File: src/rtl/serial_alu_acc.sv
// serial_alu_acc -- bit-serial add/subtract/accumulate unit with hex display.
//
// Each operation runs one bit per clock through a single full adder, LSB
// first. The result register doubles as the accumulator for modes 10/11.
//
// Ports:
//   clk     in   system clock, rising edge
//   rst     in   synchronous active-high reset
//   start   in   one-cycle operation request, honoured only when idle
//   mode    in   00 R=A+B, 01 R=A-B, 10 R=R+A, 11 R=R-A
//   a, b    in   operands (b unused in modes 10/11)
//   result  out  result / accumulator register R
//   carry   out  carry out of MSB (subtract: 1 = no borrow)
//   ovf     out  two's-complement overflow of the last operation
//   busy    out  high while bits are being processed
//   done    out  one-cycle pulse when result/flags update
//   seg     out  seven-segment codes, 7 bits per nibble of result, LSB digit first
module serial_alu_acc #(
   parameter  int unsigned WIDTH  = 8,
   localparam int unsigned DIGITS = WIDTH / 4
) (
   input  logic                  clk,
   input  logic                  rst,
   input  logic                  start,
   input  logic [1:0]            mode,
   input  logic [WIDTH-1:0]      a,
   input  logic [WIDTH-1:0]      b,
   output logic [WIDTH-1:0]      result,
   output logic                  carry,
   output logic                  ovf,
   output logic                  busy,
   output logic                  done,
   output logic [7*DIGITS-1:0]   seg
);

   localparam int unsigned CW = $clog2(WIDTH);
   localparam logic [CW-1:0] LAST = CW'(WIDTH - 1);

   typedef enum logic [1:0] {
      S_IDLE,
      S_SHIFT,
      S_DONE
   } state_t;

   state_t            state_q;
   logic [WIDTH-1:0]  x_q, y_q, p_q, result_q;
   logic              c_q, carry_q, ovf_q, busy_q, done_q;
   logic [CW-1:0]     cnt_q;

   // Single-bit full adder shared by every step of the operation.
   logic sum_d, cout_d;
   always_comb begin
      sum_d  = x_q[0] ^ y_q[0] ^ c_q;
      cout_d = (x_q[0] & y_q[0]) | (c_q & (x_q[0] ^ y_q[0]));
   end

   always_ff @(posedge clk) begin
      if (rst) begin
         state_q  <= S_IDLE;
         x_q      <= '0;
         y_q      <= '0;
         p_q      <= '0;
         c_q      <= 1'b0;
         cnt_q    <= '0;
         result_q <= '0;
         carry_q  <= 1'b0;
         ovf_q    <= 1'b0;
         busy_q   <= 1'b0;
         done_q   <= 1'b0;
      end else begin
         case (state_q)
            S_IDLE: begin
               done_q <= 1'b0;
               if (start) begin
                  x_q <= mode[1] ? result_q : a;
                  // Subtraction is X + ~Y + 1: invert Y here, carry-in supplies the +1.
                  y_q <= (mode[1] ? a : b) ^ {WIDTH{mode[0]}};
                  c_q      <= mode[0];
                  p_q      <= '0;
                  cnt_q    <= '0;
                  busy_q   <= 1'b1;
                  state_q  <= S_SHIFT;
               end
            end
            S_SHIFT: begin
               x_q   <= x_q >> 1;
               y_q   <= y_q >> 1;
               c_q   <= cout_d;
               p_q   <= {sum_d, p_q[WIDTH-1:1]};
               cnt_q <= cnt_q + CW'(1);
               if (cnt_q == LAST) begin
                  // Publish on the final bit so result/flags appear together with done;
                  // c_q is still the carry into the MSB at this point.
                  result_q <= {sum_d, p_q[WIDTH-1:1]};
                  carry_q  <= cout_d;
                  ovf_q    <= c_q ^ cout_d;
                  busy_q   <= 1'b0;
                  done_q   <= 1'b1;
                  state_q  <= S_DONE;
               end
            end
            S_DONE: begin
               done_q  <= 1'b0;
               state_q <= S_IDLE;
            end
            default: begin
               busy_q  <= 1'b0;
               done_q  <= 1'b0;
               state_q <= S_IDLE;
            end
         endcase
      end
   end

   // Hex to seven-segment, active-high, bit order gfedcba.
   function automatic logic [6:0] hex7(input logic [3:0] n);
      case (n)
         4'h0: hex7 = 7'h3F;
         4'h1: hex7 = 7'h06;
         4'h2: hex7 = 7'h5B;
         4'h3: hex7 = 7'h4F;
         4'h4: hex7 = 7'h66;
         4'h5: hex7 = 7'h6D;
         4'h6: hex7 = 7'h7D;
         4'h7: hex7 = 7'h07;
         4'h8: hex7 = 7'h7F;
         4'h9: hex7 = 7'h6F;
         4'hA: hex7 = 7'h77;
         4'hB: hex7 = 7'h7C;
         4'hC: hex7 = 7'h39;
         4'hD: hex7 = 7'h5E;
         4'hE: hex7 = 7'h79;
         default: hex7 = 7'h71;
      endcase
   endfunction

   always_comb begin
      seg = '0;
      for (int unsigned i = 0; i < DIGITS; i++) begin
         seg[7*i +: 7] = hex7(result_q[4*i +: 4]);
      end
   end

   assign result = result_q;
   assign carry  = carry_q;
   assign ovf    = ovf_q;
   assign busy   = busy_q;
   assign done   = done_q;

endmodule

File: config.mk
export PLATFORM = sky130hd
export DESIGN_NAME = serial_alu_acc
export DESIGN_NICKNAME = d
export VERILOG_FILES = /design/src/rtl/serial_alu_acc.sv
export SDC_FILE = /design/constraint.sdc
export NUM_CORES = 1
export LEC_CHECK = 0
export CAP_MARGIN = 30
export CORE_MARGIN = 5
export CORE_UTILIZATION = 40
export CTS_BUF_LIST = sky130_fd_sc_hd__clkbuf_8 sky130_fd_sc_hd__clkbuf_16
export DETAILED_ROUTE_END_ITERATION = 10
export PLACE_DENSITY_LB_ADDON = 0.08
export SKIP_CTS_REPAIR_TIMING = 1
export SYNTH_ARGS = -nofsm -noshare
export SYNTH_HDL_FRONTEND = slang
export SYNTH_SLANG_ARGS = --single-unit
File: constraint.sdc
create_clock -name clk -period 2.6 [get_ports clk]
set_clock_uncertainty 0.05 [all_clocks]
set_input_delay 0.52 -clock clk [delete_from_list [all_inputs] [get_ports clk]]
set_output_delay 0.52 -clock clk [all_outputs]
set_load 0.01 [all_outputs]
==> results of run 1 <==
## registers in the layout (all words and copies together), names as in the netlist, 2 cells and up
| name | cells |
|---|---|
| seg | 14 |
| x_q | 8 |
| state_q | 2 |
| y_q | 8 |
| p_q | 7 |
| cnt_q | 3 |
| result | 8 |
## stage by stage
stage / hold WS [ns] / worst slack (ns) / total power [mW]
floorplan: 0.3965 / 0.1696 / 1.016
global placement: 0.4010 / 0.2406 / 1.077
detailed placement: 0.4036 / 0.2173 / 1.078
CTS: 0.4230 / 0.2988 / 1.543
global route: 0.4396 / 0.1417 / 1.603
finish: 0.4197 / 0.3050 / 1.522
## routing by layer
metal  vias up  routed length (µm)  global-route usage [%]
met4         0                  45                   4.928
met2        50                3064                   24.31
met3         4                 255                   2.869
met5         -                   0                       0
li1       1120                   -                       -
met1      1070                3015                   19.62
## power by group
part	internal (mW)	switching, mW
clock network	0.185	0.278
registers	0.863	0.0177
logic	0.0956	0.0820
## cells by family after synthesis
kind of cell / Yosys count
AOI/OAI and AO/OA: 57
xor gates and xnor gates: 9
adders and majority gates: 17
buffers and inverters: 33
DFF: 55
muxes: 37
and+or+nand+nor: 75
## synth_stat cells (2+ instances only)
library cell and number:
a211oi_1 2, a21oi_1 11, a221oi_1 2, a222oi_1 14
a22o_1 10, a22oi_1 5, a32oi_1 2, and3b_1 2
buf_2 10, buf_4 2, buf_6 5, dfxtp_1 55
ha_1 16, inv_1 14, mux2_2 10, mux2_4 3
mux2i_1 19, mux2i_2 3, nand2_1 7, nand2b_1 6
nand3_1 6, nor2_1 29, nor2b_1 6, nor3_1 4
nor3b_1 9, o21a_1 3, or2_2 2, xnor2_1 9
## final cells by class
cell class                 instances  area, µm²  share of cell area, %
sequential                        55       1101                  31.12
tap                               99      123.9                  3.501
timing repair buffer              60      578.1                  16.34
clock buffer                       5      68.82                  1.945
clock inverter                     3      16.27                 0.4597
inverter                          14      52.55                  1.485
multi-input combinational        195       1598                  45.16
## cells in the final DEF, fill, tap and decap left out, types with 2 or more instances in the layout
master            n
buf_4            13
a221oi_1          2
nand3_1           6
mux2_2           10
clkdlybuf4s50_1  46
o21a_1            3
nand2_1           7
or2_2             2
a32oi_1           2
nor3b_1           9
nor2b_1           6
a21oi_1          11
a22oi_1           5
nand2b_1          6
ha_1             16
nor2_1           29
inv_1            15
xnor2_1           9
mux2i_1          19
clkbuf_8          5
a22o_1           10
and3b_1           2
a222oi_1         14
dfxtp_1          55
mux2i_2           3
a211oi_1          2
mux2_4            3
nor3_1            4
## path summary, 6_finish.rpt
| path | slack, ns | from | cells past startpoint | to |
|---|---|---|---|---|
| min reg2reg | 0.42 | done | 1 | done |
| min | 0.42 | done | 1 | done |
| max | 0.31 | cnt_q[0] | 8 | seg[10] |
| max reg2reg | 0.31 | cnt_q[0] | 8 | seg[10] |
==> flow_metrics.env, run 1 <==
export IMPL_critPathMaxFanout=6
export IMPL_syn_avg_cell_area_um2=10.18
export IMPL_gp_congestion=0.8231
export IMPL_port_buffers=46
export IMPL_die_w_um=94.86
export IMPL_grt_pass1_wl_um=10630
export IMPL_tns_ns=0
export IMPL_cts_buffers=5
export IMPL_fin_crit_sh_pct=88.27
export IMPL_fill_cells=699
export IMPL_synthFlopType="dfxtp_1"
export IMPL_final_area_um2=3538
export IMPL_slew_headroom_pct=34.21
export IMPL_status="completed"
export IMPL_synth_top_family_by_area="compound AO/OA/AOI/OAI gates"
export IMPL_netlist_instances=283
export IMPL_cpPeakStageDelay_ns=0.38
export IMPL_start_util_pct=40.36
export IMPL_synth_simple_area_share_pct=14.38
export IMPL_cts_tree="done"
export IMPL_placed_cells=423
export IMPL_fmax_mhz=435.7
export IMPL_layout_drive_gt1_share_pct=13.25
export IMPL_yosysWarnings=0
export IMPL_critPathArrivalTime_ns=2.44
export IMPL_rsz0062_at_grt="no"
export IMPL_crit_path_start_kind="register"
export IMPL_area_growth_syn_to_layout_pct=22.85
export IMPL_synth_compound_gate_area_share_pct=16.03
export IMPL_synthMuxAreaShare_pct=14.68
export IMPL_slowest_stage="dfxtp_1"
export IMPL_placed_area_um2=3453
export IMPL_via_per_inst=5.206
export IMPL_wl_per_cell_um=14.81
export IMPL_synth_largest_area_cell="dfxtp_1"
export IMPL_grt_max_degree=25
export IMPL_cp_end_kind="register"
export IMPL_drtAntennaViolNets=0
export IMPL_powerDensity_nw_per_um2=430.1
export IMPL_htree_levels=2
export IMPL_netlist_area_um2=2880
export IMPL_grt_pass1_vias=2207
export IMPL_overflow=0
export IMPL_drt_pre_antenna_iters=6
export IMPL_hold_viol=0
export IMPL_crit_top_cell="ha_1"
export IMPL_clk_latency_ns=0.30
export IMPL_ir_drop_mv=0.1851
export IMPL_drtIter0Drc=123
export IMPL_rows=31
export IMPL_worstSetupPathType="register to register"
export IMPL_synth_nets=321
export IMPL_dpl_hpwl_um=4712
export IMPL_worstHoldPathType="register to register"
export IMPL_final_core_util_pct=49.58
export IMPL_vias=2244
export IMPL_cp_required_ns=2.75
export IMPL_antenna_found_initial=0
export IMPL_die_h_um=94.86
export IMPL_power_leakage_nw=1.429
export IMPL_synth_xor_area_share_pct=2.737
export IMPL_drv_slew=0
export IMPL_ios=47
export IMPL_yosysUniqueCellTypes=45
export IMPL_synthArstFlopShare_pct=0
export IMPL_maxCapViolCount=0
export IMPL_synth_edf_count=0
export IMPL_cts_sinks=55
export IMPL_synth_top_area_share_pct=38.23
export IMPL_grtUsageTotal_pct=14.87
export IMPL_nets=369
export IMPL_yosys_top_cells_area="dfxtp_1, ha_1, mux2i_1"
export IMPL_critPathTopFamily="simple AND/OR/NAND/NOR gates"
export IMPL_finalSetupViolCount=0
export IMPL_tightest_slew_ns=0.9825
export IMPL_drcViolationCount=0
export IMPL_core_area_um2=7137
export IMPL_synth_seq_area_share_pct=38.23
export IMPL_worstPathCellList="ha_1 -> ha_1 -> and3b_1 -> mux2i_2 -> inv_1 -> ha_1 -> or2_2 -> o2bb2ai_1"
export IMPL_ys_seq_elements=55
export IMPL_post_route_min_period_ns=2.295
export IMPL_dieArea_um2=8997
export IMPL_routed_wl_um=6381
export IMPL_clkTransAtPathRegs_ns=0.10
export IMPL_synthAdderAreaFrac_pct=7.646
export IMPL_diodes=0
export IMPL_critical_path_buf_inv_count=1
export IMPL_cts_root_buf="clkbuf_8"
export IMPL_clk_path_buf_depth=2
export IMPL_fin_cells=431
(Power assumes the default switching activity.)
==> inputs of run 2 (changes only) <==
--- a/config.mk
+++ b/config.mk
@@ -10,6 +10,7 @@
 export CORE_UTILIZATION = 40
 export CTS_BUF_LIST = sky130_fd_sc_hd__clkbuf_8 sky130_fd_sc_hd__clkbuf_16
 export DETAILED_ROUTE_END_ITERATION = 10
+export HOLD_SLACK_MARGIN = 0.12
 export PLACE_DENSITY_LB_ADDON = 0.08
 export SKIP_CTS_REPAIR_TIMING = 1
 export SYNTH_ARGS = -nofsm -noshare
==> results of run 2 <==
Same layout as run 1: the final DEF is identical, and so are final timing and power.
==> inputs of run 3 (changes only) <==
--- a/config.mk
+++ b/config.mk
@@ -5,6 +5,7 @@
 export SDC_FILE = /design/constraint.sdc
 export NUM_CORES = 1
 export LEC_CHECK = 0
+export ABC_CLOCK_PERIOD_IN_PS = 2600
 export CAP_MARGIN = 30
 export CORE_MARGIN = 5
 export CORE_UTILIZATION = 40
@@ -16,3 +17,4 @@
 export SYNTH_ARGS = -nofsm -noshare
 export SYNTH_HDL_FRONTEND = slang
 export SYNTH_SLANG_ARGS = --single-unit
+export TNS_END_PERCENT = 1
==> results of run 3 <==
Same layout as run 1: the final DEF is identical, and so are final timing and power.
